--- config.mk ---
export PLATFORM = sky130hd
export DESIGN_NAME = clip_event_monitor
export DESIGN_NICKNAME = d
export VERILOG_FILES = /design/src/rtl/clip_safe_pkg.sv /design/src/rtl/cmp_deglitch.sv /design/src/rtl/clip_event_monitor.sv
export SDC_FILE = /design/constraint.sdc
export NUM_CORES = 1
export LEC_CHECK = 0
export ABC_CLOCK_PERIOD_IN_PS = 4700
export CAP_MARGIN = 20
export CELL_PAD_IN_SITES_DETAIL_PLACEMENT = 1
export CELL_PAD_IN_SITES_GLOBAL_PLACEMENT = 1
export CORE_ASPECT_RATIO = 0.8
export CORE_MARGIN = 5
export CORE_UTILIZATION = 43
export CTS_CLUSTER_DIAMETER = 80
export CTS_CLUSTER_SIZE = 10
export DETAILED_ROUTE_END_ITERATION = 12
export GPL_TIMING_DRIVEN = 0
export PLACE_DENSITY_LB_ADDON = 0.1
export REMOVE_ABC_BUFFERS = 1
export SLEW_MARGIN = 40
export SYNTH_ARGS = -nofsm -noshare
export SYNTH_HDL_FRONTEND = slang
export SYNTH_SLANG_ARGS = --single-unit
--- constraint.sdc ---
create_clock -name wb_clk_i -period 4.7 [get_ports wb_clk_i]
set_input_delay 0.94 -clock wb_clk_i [delete_from_list [all_inputs] [get_ports wb_clk_i]]
set_output_delay 0.94 -clock wb_clk_i [all_outputs]
set_load 0.02 [all_outputs]
--- src/rtl/clip_safe_pkg.sv ---
`default_nettype none
// ============================================================================
// Package     : clip_safe_pkg
// Description : Shared constants, state encoding and helpers for the
//               CLIP-SAFE digital event monitor.
// Contents    : NUM_CMP comparator count, io_out bit positions, FSM state
//               enum, comparator popcount helper.
// Revision    : 1.0 - initial release
// ============================================================================
package clip_safe_pkg;

    // Number of comparator channels coming from the analog core
    localparam int unsigned NUM_CMP    = 3;

    // GPIO status byte layout
    localparam int unsigned IO_W       = 8;
    localparam int unsigned IO_ALARM   = 7;
    localparam int unsigned IO_LVL_LSB = 4;
    localparam int unsigned IO_CNT_LSB = 0;
    localparam int unsigned IO_CNT_W   = 4;

    // Monitor state machine
    typedef enum logic [1:0] {
        ST_DISABLED = 2'd0,
        ST_ARMED    = 2'd1,
        ST_ALARM    = 2'd2,
        ST_HOLD     = 2'd3
    } state_e;

    // Number of channels that produced an event in the same cycle
    function automatic logic [IO_CNT_W-1:0] popcount(input logic [NUM_CMP-1:0] v);
        logic [IO_CNT_W-1:0] n;
        n = '0;
        for (int i = 0; i < NUM_CMP; i++) begin
            n = n + IO_CNT_W'(v[i]);
        end
        return n;
    endfunction

endpackage
`default_nettype wire

--- src/rtl/cmp_deglitch.sv ---
`default_nettype none
// ============================================================================
// Module      : cmp_deglitch
// Description : Conditions one raw comparator level: 2-FF synchroniser,
//               run-length debounce and 0->1 event pulse.
// Ports       : clk_i    - block clock
//               rst_n_i  - asynchronous active-low reset
//               raw_i    - raw comparator level (asynchronous)
//               level_o  - filtered level (registered)
//               rise_o   - high in the cycle whose edge raises level_o
// Revision    : 1.0 - initial release
// ============================================================================
module cmp_deglitch #(
    parameter int unsigned DEB_LEN = 4
) (
    input  logic clk_i,
    input  logic rst_n_i,
    input  logic raw_i,
    output logic level_o,
    output logic rise_o
);

    localparam int unsigned RUN_W = $clog2(DEB_LEN);

    logic             meta_q;
    logic             sync_q;
    logic             level_q;
    logic             level_d;
    logic [RUN_W-1:0] run_q;
    logic [RUN_W-1:0] run_d;

    always_ff @(posedge clk_i or negedge rst_n_i) begin
        if (!rst_n_i) begin
            meta_q  <= 1'b0;
            sync_q  <= 1'b0;
            level_q <= 1'b0;
            run_q   <= '0;
        end else begin
            meta_q  <= raw_i;
            sync_q  <= meta_q;
            level_q <= level_d;
            run_q   <= run_d;
        end
    end

    // run_q counts consecutive synchronised samples that disagree with the
    // current filtered level; any agreeing sample restarts the count, and
    // the DEB_LEN-th disagreeing sample flips the level.
    always_comb begin
        level_d = level_q;
        run_d   = '0;
        if (sync_q != level_q) begin
            if (run_q == RUN_W'(DEB_LEN - 1)) begin
                level_d = sync_q;
            end else begin
                run_d = run_q + RUN_W'(1);
            end
        end
    end

    assign level_o = level_q;
    // Event is flagged in the cycle before level_o rises, so downstream
    // counters update on the same edge as the filtered level.
    assign rise_o  = level_d & ~level_q;

endmodule
`default_nettype wire

--- src/rtl/clip_event_monitor.sv ---
`default_nettype none
// ============================================================================
// Module      : clip_event_monitor
// Description : Digital front end for the CLIP-SAFE analog core. Deglitches
//               three comparator outputs, counts clip events per channel and
//               raises a latched alarm when too many events land inside one
//               time window. Status is packed onto eight GPIO outputs.
// Ports       : wb_clk_i   - clock
//               wb_rst_n_i - asynchronous active-low reset
//               cmp_i      - raw comparator levels (asynchronous)
//               en_i       - monitor enable
//               clr_i      - clear counters / acknowledge alarm (pulse)
//               alarm_o    - latched clip alarm
//               cnt_o      - per-channel saturating event counts, ch0 in LSBs
//               io_out_o   - {alarm, filtered levels[2:0], window events[3:0]}
//               io_oeb_o   - GPIO output enables, active low
// Revision    : 1.0 - initial release
// ============================================================================
module clip_event_monitor
    import clip_safe_pkg::*;
#(
    parameter int unsigned DEB_LEN    = 4,
    parameter int unsigned WIN_CYC    = 1024,
    parameter int unsigned EVT_THRESH = 3,
    parameter int unsigned HOLD_CYC   = 256,
    parameter int unsigned CNT_W      = 8
) (
    input  logic                     wb_clk_i,
    input  logic                     wb_rst_n_i,
    input  logic [NUM_CMP-1:0]       cmp_i,
    input  logic                     en_i,
    input  logic                     clr_i,
    output logic                     alarm_o,
    output logic [NUM_CMP*CNT_W-1:0] cnt_o,
    output logic [IO_W-1:0]          io_out_o,
    output logic [IO_W-1:0]          io_oeb_o
);

    localparam int unsigned         WIN_W   = $clog2(WIN_CYC);
    localparam int unsigned         HOLD_W  = $clog2(HOLD_CYC);
    localparam logic [CNT_W-1:0]    CNT_MAX = '1;
    localparam logic [IO_CNT_W-1:0] EVT_MAX = '1;
    localparam logic [IO_CNT_W:0]   THRESH  = (IO_CNT_W + 1)'(EVT_THRESH);

    // ------------------------------------------------------------------
    // Input conditioning
    // ------------------------------------------------------------------
    logic [NUM_CMP-1:0] w_level;
    logic [NUM_CMP-1:0] w_rise;

    generate
        for (genvar g = 0; g < NUM_CMP; g++) begin : g_cmp
            cmp_deglitch #(
                .DEB_LEN (DEB_LEN)
            ) u_deglitch (
                .clk_i   (wb_clk_i),
                .rst_n_i (wb_rst_n_i),
                .raw_i   (cmp_i[g]),
                .level_o (w_level[g]),
                .rise_o  (w_rise[g])
            );
        end
    endgenerate

    // ------------------------------------------------------------------
    // State and counters
    // ------------------------------------------------------------------
    state_e                           state_q,    state_d;
    logic [WIN_W-1:0]                 win_cnt_q,  win_cnt_d;
    logic [IO_CNT_W-1:0]              win_evt_q,  win_evt_d;
    logic [HOLD_W-1:0]                hold_cnt_q, hold_cnt_d;
    logic [NUM_CMP-1:0][CNT_W-1:0]    cnt_q,      cnt_d;
    logic                             alarm_q;
    logic [IO_W-1:0]                  io_out_q;
    logic [IO_W-1:0]                  io_oeb_q;

    logic [IO_CNT_W-1:0] w_pop;
    logic [IO_CNT_W-1:0] w_base;
    logic [IO_CNT_W:0]   w_sum;
    logic                w_wrap;
    logic                w_count_en;
    logic [IO_W-1:0]     w_io_out_d;

    assign w_pop      = popcount(w_rise);
    assign w_wrap     = (win_cnt_q == WIN_W'(WIN_CYC - 1));
    // On the wrap cycle the window restarts, so that cycle's events are
    // accumulated on top of zero rather than the expiring total.
    assign w_base     = w_wrap ? '0 : win_evt_q;
    assign w_sum      = {1'b0, w_base} + {1'b0, w_pop};
    assign w_count_en = (state_q == ST_ARMED) || (state_q == ST_ALARM);

    always_comb begin
        state_d    = state_q;
        win_cnt_d  = win_cnt_q;
        win_evt_d  = win_evt_q;
        hold_cnt_d = hold_cnt_q;

        if (!en_i) begin
            state_d    = ST_DISABLED;
            win_cnt_d  = '0;
            win_evt_d  = '0;
            hold_cnt_d = '0;
        end else begin
            case (state_q)
                ST_DISABLED: begin
                    state_d   = ST_ARMED;
                    win_cnt_d = '0;
                    win_evt_d = '0;
                end

                ST_ARMED: begin
                    win_cnt_d = w_wrap ? '0 : win_cnt_q + WIN_W'(1);
                    if (clr_i) begin
                        // Clear wins over any event landing in this cycle
                        win_evt_d = '0;
                    end else begin
                        win_evt_d = (w_sum > {1'b0, EVT_MAX}) ? EVT_MAX
                                                               : w_sum[IO_CNT_W-1:0];
                        if (w_sum >= THRESH) begin
                            state_d = ST_ALARM;
                        end
                    end
                end

                ST_ALARM: begin
                    // Acknowledge only once the clipping condition has gone
                    if (clr_i) begin
                        win_evt_d = '0;
                        if (w_level == '0) begin
                            state_d    = ST_HOLD;
                            hold_cnt_d = '0;
                        end
                    end
                end

                ST_HOLD: begin
                    if (clr_i) begin
                        win_evt_d = '0;
                    end
                    if (hold_cnt_q == HOLD_W'(HOLD_CYC - 1)) begin
                        state_d    = ST_ARMED;
                        win_cnt_d  = '0;
                        win_evt_d  = '0;
                        hold_cnt_d = '0;
                    end else begin
                        hold_cnt_d = hold_cnt_q + HOLD_W'(1);
                    end
                end

                default: begin
                    state_d = ST_DISABLED;
                end
            endcase
        end
    end

    // Per-channel saturating counters; clear has priority over an event
    always_comb begin
        cnt_d = cnt_q;
        for (int i = 0; i < NUM_CMP; i++) begin
            if (clr_i) begin
                cnt_d[i] = '0;
            end else if (w_count_en && w_rise[i] && (cnt_q[i] != CNT_MAX)) begin
                cnt_d[i] = cnt_q[i] + CNT_W'(1);
            end
        end
    end

    // GPIO status byte, built from the current registered state and
    // registered once more before leaving the block
    always_comb begin
        w_io_out_d                            = '0;
        w_io_out_d[IO_ALARM]                  = alarm_q;
        w_io_out_d[IO_LVL_LSB +: NUM_CMP]     = w_level;
        w_io_out_d[IO_CNT_LSB +: IO_CNT_W]    = win_evt_q;
    end

    always_ff @(posedge wb_clk_i or negedge wb_rst_n_i) begin
        if (!wb_rst_n_i) begin
            state_q    <= ST_DISABLED;
            win_cnt_q  <= '0;
            win_evt_q  <= '0;
            hold_cnt_q <= '0;
            cnt_q      <= '0;
            alarm_q    <= 1'b0;
            io_out_q   <= '0;
            io_oeb_q   <= '1;
        end else begin
            state_q    <= state_d;
            win_cnt_q  <= win_cnt_d;
            win_evt_q  <= win_evt_d;
            hold_cnt_q <= hold_cnt_d;
            cnt_q      <= cnt_d;
            alarm_q    <= (state_d == ST_ALARM);
            io_out_q   <= w_io_out_d;
            io_oeb_q   <= '0;
        end
    end

    assign alarm_o  = alarm_q;
    assign cnt_o    = cnt_q;
    assign io_out_o = io_out_q;
    assign io_oeb_o = io_oeb_q;

endmodule
`default_nettype wire

[Yosys cells after proc, flatten, opt, wreduce, memory -nomap -nowiden]
Cells that the tools add are included.
Word-level totals
  bits in registers: 80
  input port bits: 7
  logic and storage cells: 116
Cells by class
  $add $sub $neg: 11
  $lt $le $gt $ge: 2
  equality and inequality tests: 20
  mux-type cells: 41
  bitwise operators: 6
  reductions and logical operators: 14
Operators by type and width (count)
  $mux 8: 10
  $add 8x1->8 const B: 4
  $mux 10: 3
  $pmux 10 s3: 1
  $mux 2: 12
  $mux 4: 6
  $ne 8x8->1 const B: 3
  $pmux 4 s4: 1
  $pmux 8 s2: 1
  $eq 2x2->1 const B: 6
  $add 10x1->10 const B: 1
  $eq 10x10->1 const B: 1
  $eq 8x8->1 const B: 1
  $pmux 2 s4: 1
  $add 2x1->2 const B: 3
  $logic_and 1x1->1: 6
  $mux 1: 6
  $ne 3x3->1 const B: 2
  $reduce_bool 2->1: 3
  $add 4x3->5: 1
  $ge 5x2->1 const B: 1
  $gt 5x4->1 const B: 1
  $ne 4x1->1 const B: 1
  $add 2x1->3: 1
  other kinds (12): 18

[Longest topological paths before layout]
Gate-level depths: netlist of the first run.
  depth after elaboration: 13
  mapped depth: 13
  gate-level depth less buffers: 12

[Modules after synthesis]
Synthesis of the first run repeated with hierarchy kept, for this count alone.
Second synthesis, totals
  cell total of the unflattened synthesis: 350
  area total of the unflattened synthesis: 3621.0 µm²
By module, submodules not included
  clip_event_monitor: instances 1, cells an instance 315, area each 3074.2 µm², seq. area each 1452.6 µm²
  cmp_deglitch at g_cmp[1].u_deglitch ...: instances 2, cells an instance 11, area each 183.9 µm², seq. area each 125.1 µm²
  cmp_deglitch at g_cmp[0].u_deglitch: instances 1, cells an instance 13, area each 178.9 µm², seq. area each 125.1 µm²

[Worst setup path after synthesis of the first run]
Ideal clock, no wire load.
  path kind: reg-to-reg
  from: register win_cnt_q[0]
  to: register state_q[0]
  library setup time: 0.119 ns
  data arrival time: 3.131 ns
  data required time: 4.581 ns
  setup slack: 1.450 ns
  cell stages (with the launch flop): 14
  path buffers: 1
  period minus slack after synthesis: 3.250 ns
  cell sequence: dfrtp_1 -> ha_1 -> nand3_1 -> or3_1 -> buf_6 -> and2_1 -> fa_1 -> ha_1 -> fa_1 -> nand3b_1 -> a41oi_1 -> a22oi_1 -> nor2_1 -> o21a_1
Between the ends
  word-level cells in the longest chain between the ends: 8
Ends and longest elaborated chain
  from (decl): RTL line clip_event_monitor.sv:69  | logic [WIN_W-1:0] win_cnt_q, win_cnt_d;
  from (signal assigned): RTL line clip_event_monitor.sv:190  | win_cnt_q <= win_cnt_d;
  $eq 10x10->1: RTL line clip_event_monitor.sv:85  | assign w_wrap = (win_cnt_q == WIN_W'(WIN_CYC - 1));
  $mux 4: RTL line clip_event_monitor.sv:88  | assign w_base = w_wrap ? '0 : win_evt_q;
  $add 4x3->5: RTL line clip_event_monitor.sv:89  | assign w_sum = {1'b0, w_base} + {1'b0, w_pop};
  $ge 5x2->1: RTL line clip_event_monitor.sv:119  | if (w_sum >= THRESH) begin
  $mux 2: RTL line clip_event_monitor.sv:119
  $mux 2: RTL line clip_event_monitor.sv:113  | if (clr_i) begin
  $pmux 2 s4: RTL line clip_event_monitor.sv:104  | case (state_q)
  $mux 2: RTL line clip_event_monitor.sv:98  | if (!en_i) begin
  via state_d[0]: RTL line clip_event_monitor.sv:68  | state_e state_q, state_d;
  to (signal assigned): RTL line clip_event_monitor.sv:189  | state_q <= state_d;
  to (decl): RTL line clip_event_monitor.sv:68
The timed path passes the listed nets, and every way through them passes these cells.
A chain may end at the register's enable or synchronous reset.

[Worst setup path in the final report of the first run]
  from: register win_cnt_q[0]
  to: register alarm_q, in the netlist alarm_o
Between the ends
  word-level cells in the longest chain between the ends: 9
Ends and longest elaborated chain
  $eq 10x10->1: RTL line clip_event_monitor.sv:85
  $mux 4: RTL line clip_event_monitor.sv:88
  $add 4x3->5: RTL line clip_event_monitor.sv:89
  $ge 5x2->1: RTL line clip_event_monitor.sv:119
  $mux 2: RTL line clip_event_monitor.sv:119
  $mux 2: RTL line clip_event_monitor.sv:113
  $pmux 2 s4: RTL line clip_event_monitor.sv:104
  $mux 2: RTL line clip_event_monitor.sv:98
  $eq 2x2->1: RTL line clip_event_monitor.sv:194  | alarm_q <= (state_d == ST_ALARM);
  to (signal assigned): RTL line clip_event_monitor.sv:194
  to (decl): RTL line clip_event_monitor.sv:73  | logic alarm_q;
No other way between the ends.

==> impl_table.tex, run 1 <==
\begin{tabular}{lr}
\hline
Metric & Value \\
\hline
\multicolumn{2}{l}{\textbf{Cells and area}} \\
Area added between synthesis and finish & 21.41\% \\
Sequential standard cell area & 1828 um\^{}2 \\
Leading cell type in the layout, fill and taps excluded & dfrtp\_1 \\
Total of fill cells in the finished design & 874 \\
Area of the multi-input gates & 1642 um\^{}2 \\
Number of standard cells in the layout, taps in and fillers out & 505 \\
Number of antenna cells inserted & 0 \\
Share of cells above drive strength 1 & 6.549\% \\
Most frequent cells in the layout & dfrtp\_1 (72), clkdlybuf4s50\_1 (45), nor2\_1 (43) \\
Number of nets at the end of the flow & 416 \\
Final core utilization & 54.33\% \\
\multicolumn{2}{l}{\textbf{Clock tree}} \\
Max H-tree Level & 3 \\
TritonCTS buffer count & 9 \\
Clock transition at the register clock pins on the worst setup and hold paths after CTS & 0.08 ns \\
Worst skew pair latency & 0.35 ns \\
Post-CTS setup buffer count & 0 \\
Maximum clock insertion buffer count & 2 \\
Total number of clock tree sinks & 73 \\
Root Driver & clkbuf\_8 \\
TritonCTS clock tree & done \\
CTS Hold Buffers Added & 0 \\
Cells resized by post-CTS repair & 0 \\
\multicolumn{2}{l}{\textbf{STA}} \\
Normalized max-slew margin & 48.87\% \\
Post-layout worst setup margin & 0.9307 ns \\
TNS Setup & 0 ns \\
Share of the cycle needed by the critical path after routing & 80.20\% \\
Final hold violation count & 0 \\
Max Freq & 265.3 MHz \\
Worst clock skew on the final layout & 0.009854 ns \\
Minimum clock period after layout & 3.769 ns \\
Number of failing setup endpoints in the final timing report & 0 \\
Tightest Pin Transition & 0.7669 ns \\
Final-report max-slew violation count & 0 \\
Setup repair after global routing missed its margin & false \\
\multicolumn{2}{l}{\textbf{Yosys}} \\
Main area contributors after synthesis & dfrtp\_1 (50\%), ha\_1 (5.2\%), nor2\_1 (4.5\%), o21ai\_0 (3.9\%), xor2\_1 (3.9\%) \\
Library cell with the largest summed area after synthesis & dfrtp\_1 \\
Async S/R FF share, synth & 100.0\% \\
Top FF cell, synth & dfrtp\_1 \\
\#FFs+latches synth & 73 \\
Sequential element share of the synthesized area & 50.94\% \\
Area fraction of the dominant cell type after synthesis & 50.21\% \\
Instance count of the mapped netlist & 348 \\
Post-synth cell types & 51 \\
Number of warnings issued by yosys & 0 \\
Number of flops mapped to enable cells by yosys & 0 \\
Netlist area before placement & 3588 um\^{}2 \\
Mean Syn Cell Area & 10.31 um\^{}2 \\
\multicolumn{2}{l}{\textbf{Critical path}} \\
Largest delay share family, worst path & adder cells \\
Critical path type & reg2reg \\
Critical path buffers and inverters & 0 \\
Critical Path Sink Type & flop \\
Critical Path Fanout Max & 8 \\
Setup slack of the most critical reg-to-reg path & 0.93 ns \\
Maximum single-stage delay on the critical path & 0.56 ns \\
Cells along the critical path & ha\_1, nand3\_1, or3\_1, and2\_1, fa\_1, ha\_1, fa\_1, nand3b\_1, a41oi\_1, a22oi\_1, nand2\_1, a21oi\_1 \\
Worst Setup SP & win\_cnt\_q[0]\$\_DFFE\_PN0P\_ \\
Setup crit start kind & flop \\
Worst r2r src & win\_cnt\_q[0]\$\_DFFE\_PN0P\_ \\
Worst path slowest cell & or3\_1 \\
Critical path data arrival time & 4.04 ns \\
Required time at the worst-slack endpoint & 4.97 ns \\
\multicolumn{2}{l}{\textbf{Worst hold path}} \\
Hold path startpoint & g\_cmp[1].u\_deglitch.meta\_q\$\_DFF\_PN0\_ \\
Hold Crit Class & reg2reg \\
\multicolumn{2}{l}{\textbf{Placement}} \\
Port-buffer cells & 47 \\
HPWL after detailed placement & 5.730 mm \\
Placed Instances & 489 \\
Worst slack at placement & 0.9385 ns \\
GPL Wtd Cong & 0.7572 \\
\multicolumn{2}{l}{\textbf{Pwr}} \\
Share of power burned in combinational logic & 13.1\% \\
Power density normalized to cell area & 334.4 nW/um\^{}2 \\
Clk network pwr share & 37.6\% \\
Sum of internal, switching and leakage power & 1.457 mW \\
Switching share of power & 25.97\% \\
Highest ir drop seen on vdd & 0.0001658 V \\
Leakage Power & 1.910 nW \\
P\_sw & 378.4 uW \\
Cell Int Power & 1.078 mW \\
Sequential share of power & 49.3\% \\
\multicolumn{2}{l}{\textbf{Floorplan}} \\
Top-Level Pins & 48 \\
Die area & 10280 um\^{}2 \\
Die Y-Extent & 91.71 um \\
Initial core utilization & 44.75\% \\
Horiz. Die Dim & 112.1 um \\
Std cell rows & 29 \\
Placeable core region & 8019 um\^{}2 \\
\multicolumn{2}{l}{\textbf{Global route}} \\
Largest net degree at the start of global routing & 51 \\
Global-route wire length before repair & 14.01 mm \\
GRT overflow & 0 \\
Gr usage total & 16.60\% \\
Initial antenna violation count & 0 \\
Number of global-route vias before repair & 2866 \\
\multicolumn{2}{l}{\textbf{Routing}} \\
Via count & 2739 \\
Number of search-and-repair iterations in the first detailed-routing pass & 4 \\
Residual antenna-violating net count after detailed routing & 0 \\
Total wire length & 8.101 mm \\
Number of DRC markers after the initial detailed-route iteration & 63 \\
DR WL/cell & 16.04 um \\
DRC & 0 \\
Vias per std cell & 5.424 \\
\multicolumn{2}{l}{\textbf{Job}} \\
Maximum capacitance violations & 0 \\
\multicolumn{2}{l}{\textbf{Run status}} \\
Result of the run & finished, final reports clean \\
\hline
\end{tabular}
[final timing paths]
path                                                        endpoint  cells past startpoint
worst max-delay path                               alarm_o$_DFF_PN0_                     12
worst min-delay path            g_cmp[1].u_deglitch.sync_q$_DFF_PN0_                      0
worst max register to register                     alarm_o$_DFF_PN0_                     12
worst min register to register  g_cmp[1].u_deglitch.sync_q$_DFF_PN0_                      0
max in group asynchronous                      io_oeb_o[6]$_DFF_PN1_                      2
min in group asynchronous                      cnt_o[10]$_DFFE_PN0P_                      1
[power groups by stage]
stage / Sequential (mW) / Combinational (mW) / Clock [mW]
after floorplan: 0.740 / 0.0866 / 0
after global placement: 0.728 / 0.181 / 0
after detailed placement: 0.731 / 0.194 / 0
after CTS: 0.719 / 0.195 / 0.564
after global routing: 0.727 / 0.213 / 0.590
final: 0.718 / 0.191 / 0.548
[synth_stat cells (4+ instances only)]
master,instances
ha_1,15
inv_1,10
clkbuf_1,6
nand2_1,22
xnor2_1,8
buf_4,7
nand4_1,9
and4_1,4
nand3_1,14
a31oi_1,4
nor2_1,43
o21ai_0,28
a21oi_1,10
dfrtp_1,72
nand2b_1,5
nor2b_1,4
xor2_1,16
and2_1,8
and3_1,6
nor3_1,6
[registers in the layout, summed over array words and instances, names as in the netlist, 4 cells and up]
register and count:
win_cnt_q 10, hold_cnt_q 8, cnt_o 24, g_cmp.u_deglitch.run_q 6, io_out_o 8, win_evt_q 4
[cell type report]
type                    instances  share of cell area, %
clock buffers                  11                  3.245
clock inverters                 5                  1.809
inverters                      10                 0.8616
multi-input cells             250                  37.68
flip-flops and latches         73                  41.96
well taps                     108                  3.102
repair buffers                 48                  11.34
[metrics by stage]
stage | hold slack (ns) | area (um^2)
after CTS | 0.3494 | 4353
after detailed placement | 0.3363 | 4133
final | 0.3500 | 4357
after global routing | 0.3545 | 4357
after global placement | 0.3333 | 4103
after floorplan | 0.3312 | 3497
[per-layer routing]
layer  part of all wire [%]  wire length, um  vias up  track usage, %
li1                       -                -     1317               -
met5                      0                0        -               0
met4                    1.5              125        0           5.806
met1                     50             4074     1361           23.28
met3                    3.9              312       13           4.474
met2                     44             3589       48           24.90
[cell families (layout without fill, tap and decap cells)]
| group | count (synthesis) | after routing | synth area share, % |
|---|---|---|---|
| AO/OA/AOI/OAI | 70 | 70 | 12.87 |
| XOR/XNOR | 24 | 24 | 5.858 |
| adder cells (fa/ha/maj) | 17 | 17 | 6.346 |
| buffers and inverters | 25 | 74 | 3.591 |
| flip-flops | 73 | 73 | 50.94 |
| multiplexers | 4 | 4 | 1.151 |
| other | 1 | 1 | 0.1045 |
| AND/OR/NAND/NOR | 134 | 134 | 19.14 |
(Power assumes the default switching activity.)
==> inputs of run 2 (changes only) <==
--- a/config.mk
+++ b/config.mk
@@ -5,7 +5,7 @@
 export SDC_FILE = /design/constraint.sdc
 export NUM_CORES = 1
 export LEC_CHECK = 0
-export ABC_CLOCK_PERIOD_IN_PS = 4700
+export ABC_CLOCK_PERIOD_IN_PS = 3500
 export CAP_MARGIN = 20
 export CELL_PAD_IN_SITES_DETAIL_PLACEMENT = 1
 export CELL_PAD_IN_SITES_GLOBAL_PLACEMENT = 1
==> constraint.sdc (replaced) <==
create_clock -name wb_clk_i -period 3.5 [get_ports wb_clk_i]
set_input_delay 0.7 -clock wb_clk_i [delete_from_list [all_inputs] [get_ports wb_clk_i]]
set_output_delay 0.7 -clock wb_clk_i [all_outputs]
set_load 0.02 [all_outputs]
==> impl_table.tex, run 2 (same netlist as run 1, synthesis figures left out) <==
\begin{tabular}{lr}
\hline
Metric & Value \\
\hline
\multicolumn{2}{l}{\textbf{Run status}} \\
Result of the run & finished, final reports clean \\
\multicolumn{2}{l}{\textbf{Routing}} \\
Number of search-and-repair iterations in the first detailed-routing pass & 4 \\
Residual antenna-violating net count after detailed routing & 0 \\
Via count & 2773 \\
DR WL/cell & 16.11 um \\
Number of DRC markers after the initial detailed-route iteration & 80 \\
DRC & 0 \\
Vias per std cell & 5.448 \\
Total wire length & 8.201 mm \\
\multicolumn{2}{l}{\textbf{Pwr}} \\
Highest ir drop seen on vdd & 0.0002225 V \\
Power density normalized to cell area & 444.6 nW/um\^{}2 \\
Sum of internal, switching and leakage power & 1.959 mW \\
Leakage Power & 1.925 nW \\
\multicolumn{2}{l}{\textbf{Clock tree}} \\
Root Driver & clkbuf\_8 \\
TritonCTS clock tree & done \\
TritonCTS buffer count & 9 \\
Total number of clock tree sinks & 73 \\
Clock transition at the register clock pins on the worst setup and hold paths after CTS & 0.08 ns \\
Max H-tree Level & 3 \\
Maximum clock insertion buffer count & 2 \\
Worst skew pair latency & 0.35 ns \\
CTS Hold Buffers Added & 0 \\
\multicolumn{2}{l}{\textbf{Cells and area}} \\
Leading cell type in the layout, fill and taps excluded & dfrtp\_1 \\
Non-Filler Cell Area, Final & 4407 um\^{}2 \\
Number of antenna cells inserted & 0 \\
Most frequent cells in the layout & dfrtp\_1 (72), clkdlybuf4s50\_1 (45), nor2\_1 (43) \\
Final core utilization & 54.95\% \\
Area added between synthesis and finish & 22.80\% \\
Share of cells above drive strength 1 & 8.728\% \\
Number of nets at the end of the flow & 420 \\
Number of flip-flops under the largest register name & 24 \\
\multicolumn{2}{l}{\textbf{Critical path}} \\
Critical path type & reg2reg \\
Worst r2r src & win\_cnt\_q[1]\$\_DFFE\_PN0P\_ \\
Most common cell on crit path & a21oi\_1 \\
Worst Setup SP & win\_cnt\_q[1]\$\_DFFE\_PN0P\_ \\
Required time at the worst-slack endpoint & 3.77 ns \\
Critical path data arrival time & 3.62 ns \\
Critical Path Sink Type & flop \\
Cells along the critical path & ha\_2, nand3\_2, or3\_4, and2\_1, fa\_1, ha\_1, fa\_2, a21oi\_1, a22oi\_2, o21ai\_0, a21oi\_1 \\
Maximum single-stage delay on the critical path & 0.56 ns \\
Worst path slowest cell & fa\_2 \\
Setup crit start kind & flop \\
Critical path buffers and inverters & 0 \\
Setup slack of the most critical reg-to-reg path & 0.14 ns \\
Critical Path Fanout Max & 6 \\
Endpoint of the most critical register-to-register path & alarm\_o\$\_DFF\_PN0\_ \\
Largest delay share family, worst path & adder cells \\
Depth of the worst register-to-register path & 11 \\
\multicolumn{2}{l}{\textbf{STA}} \\
Final-report max-slew violation count & 0 \\
Max Freq & 297.9 MHz \\
Worst hold slack & 0.1936 ns \\
Setup repair after global routing missed its margin & false \\
Tightest Pin Transition & 0.7669 ns \\
Number of failing setup endpoints in the final timing report & 0 \\
Worst clock skew on the final layout & 0.009861 ns \\
Post-layout worst setup margin & 0.1433 ns \\
Final hold violation count & 0 \\
Minimum clock period after layout & 3.357 ns \\
Normalized max-slew margin & 48.87\% \\
Share of the cycle needed by the critical path after routing & 95.91\% \\
\multicolumn{2}{l}{\textbf{Floorplan}} \\
Top-Level Pins & 48 \\
Horiz. Die Dim & 112.1 um \\
Die Y-Extent & 91.71 um \\
Placeable core region & 8019 um\^{}2 \\
Die area & 10280 um\^{}2 \\
Std cell rows & 29 \\
Initial core utilization & 44.75\% \\
\multicolumn{2}{l}{\textbf{Global route}} \\
Number of global-route vias before repair & 2863 \\
GRT overflow & 0 \\
Largest net degree at the start of global routing & 51 \\
Initial antenna violation count & 0 \\
Gr usage total & 16.57\% \\
Global-route wire length before repair & 13.99 mm \\
\multicolumn{2}{l}{\textbf{Placement}} \\
Port-buffer cells & 47 \\
Worst slack at placement & -0.2615 ns \\
GPL Wtd Cong & 0.7572 \\
Area after DPL & 4133 um\^{}2 \\
HPWL after detailed placement & 5.730 mm \\
\multicolumn{2}{l}{\textbf{Worst hold path}} \\
Hold Crit Class & in2async \\
\multicolumn{2}{l}{\textbf{Job}} \\
Maximum capacitance violations & 0 \\
\hline
\end{tabular}
## run 2: changes by cell type in the layout (fill, tap and decap cells not counted), sizes merged
cell,delta
buf,+4
## run 2: final cells by class
class	instances	area (um^2)
fillers	874	3612
multi-input cells	250	1662
flip-flops and latches	73	1828
inverters	10	37.54
repair buffers	52	524.3
well taps	108	135.1
clock inverters	5	78.83
clock buffers	11	141.4
## run 2: worst max-delay path by stage
stage,end,slack [ns],cells after the start
2_1_floorplan,state_q[0]$_DFF_PN0_,0.27,12
3_3_place_gp,hold_cnt_q[1]$_DFFE_PN0P_,-0.90,1
3_5_place_dp,alarm_o$_DFF_PN0_,-0.26,12
4_1_cts,alarm_o$_DFF_PN0_,0.00008,11
5_1_grt,alarm_o$_DFF_PN0_,0.01,10
6_report,alarm_o$_DFF_PN0_,0.14,11
## run 2: power breakdown
| part | switching (mW) | internal (mW) |
|---|---|---|
| Combinational | 0.141 | 0.119 |
| Clock | 0.315 | 0.420 |
| Sequential | 0.0529 | 0.911 |
## run 2: layer usage
| metal | track usage, % | wire length (um) | vias up |
|---|---|---|---|
| met5 | 0 | 0 | - |
| met4 | 5.806 | 125 | 0 |
| met1 | 23.23 | 4086 | 1379 |
| met3 | 4.474 | 336 | 13 |
| li1 | - | - | 1326 |
| met2 | 24.85 | 3653 | 55 |
## run 2: metrics by stage
step / std cells / TNS, ns
floorplan: 333 / 0
global placement: 488 / -66.24
detailed placement: 489 / -0.6501
CTS: 505 / 0
global route: 509 / 0
finish: 509 / 0
## run 2: repair_timing
action / in CTS / in global routing
resized for setup: 4 / 1
endpoints found under the setup margin: 3 / 3
buffers inserted: 0 / 4
pin swaps: 1 / 2
==> inputs of run 3 (changes only) <==
--- a/config.mk
+++ b/config.mk
@@ -13,7 +13,6 @@
 export CORE_MARGIN = 5
 export CORE_UTILIZATION = 43
 export CTS_CLUSTER_DIAMETER = 80
-export CTS_CLUSTER_SIZE = 10
 export DETAILED_ROUTE_END_ITERATION = 12
 export GPL_TIMING_DRIVEN = 0
 export PLACE_DENSITY_LB_ADDON = 0.1
==> results of run 3 <==
No change in the layout: final DEF, timing and power equal those of run 2.
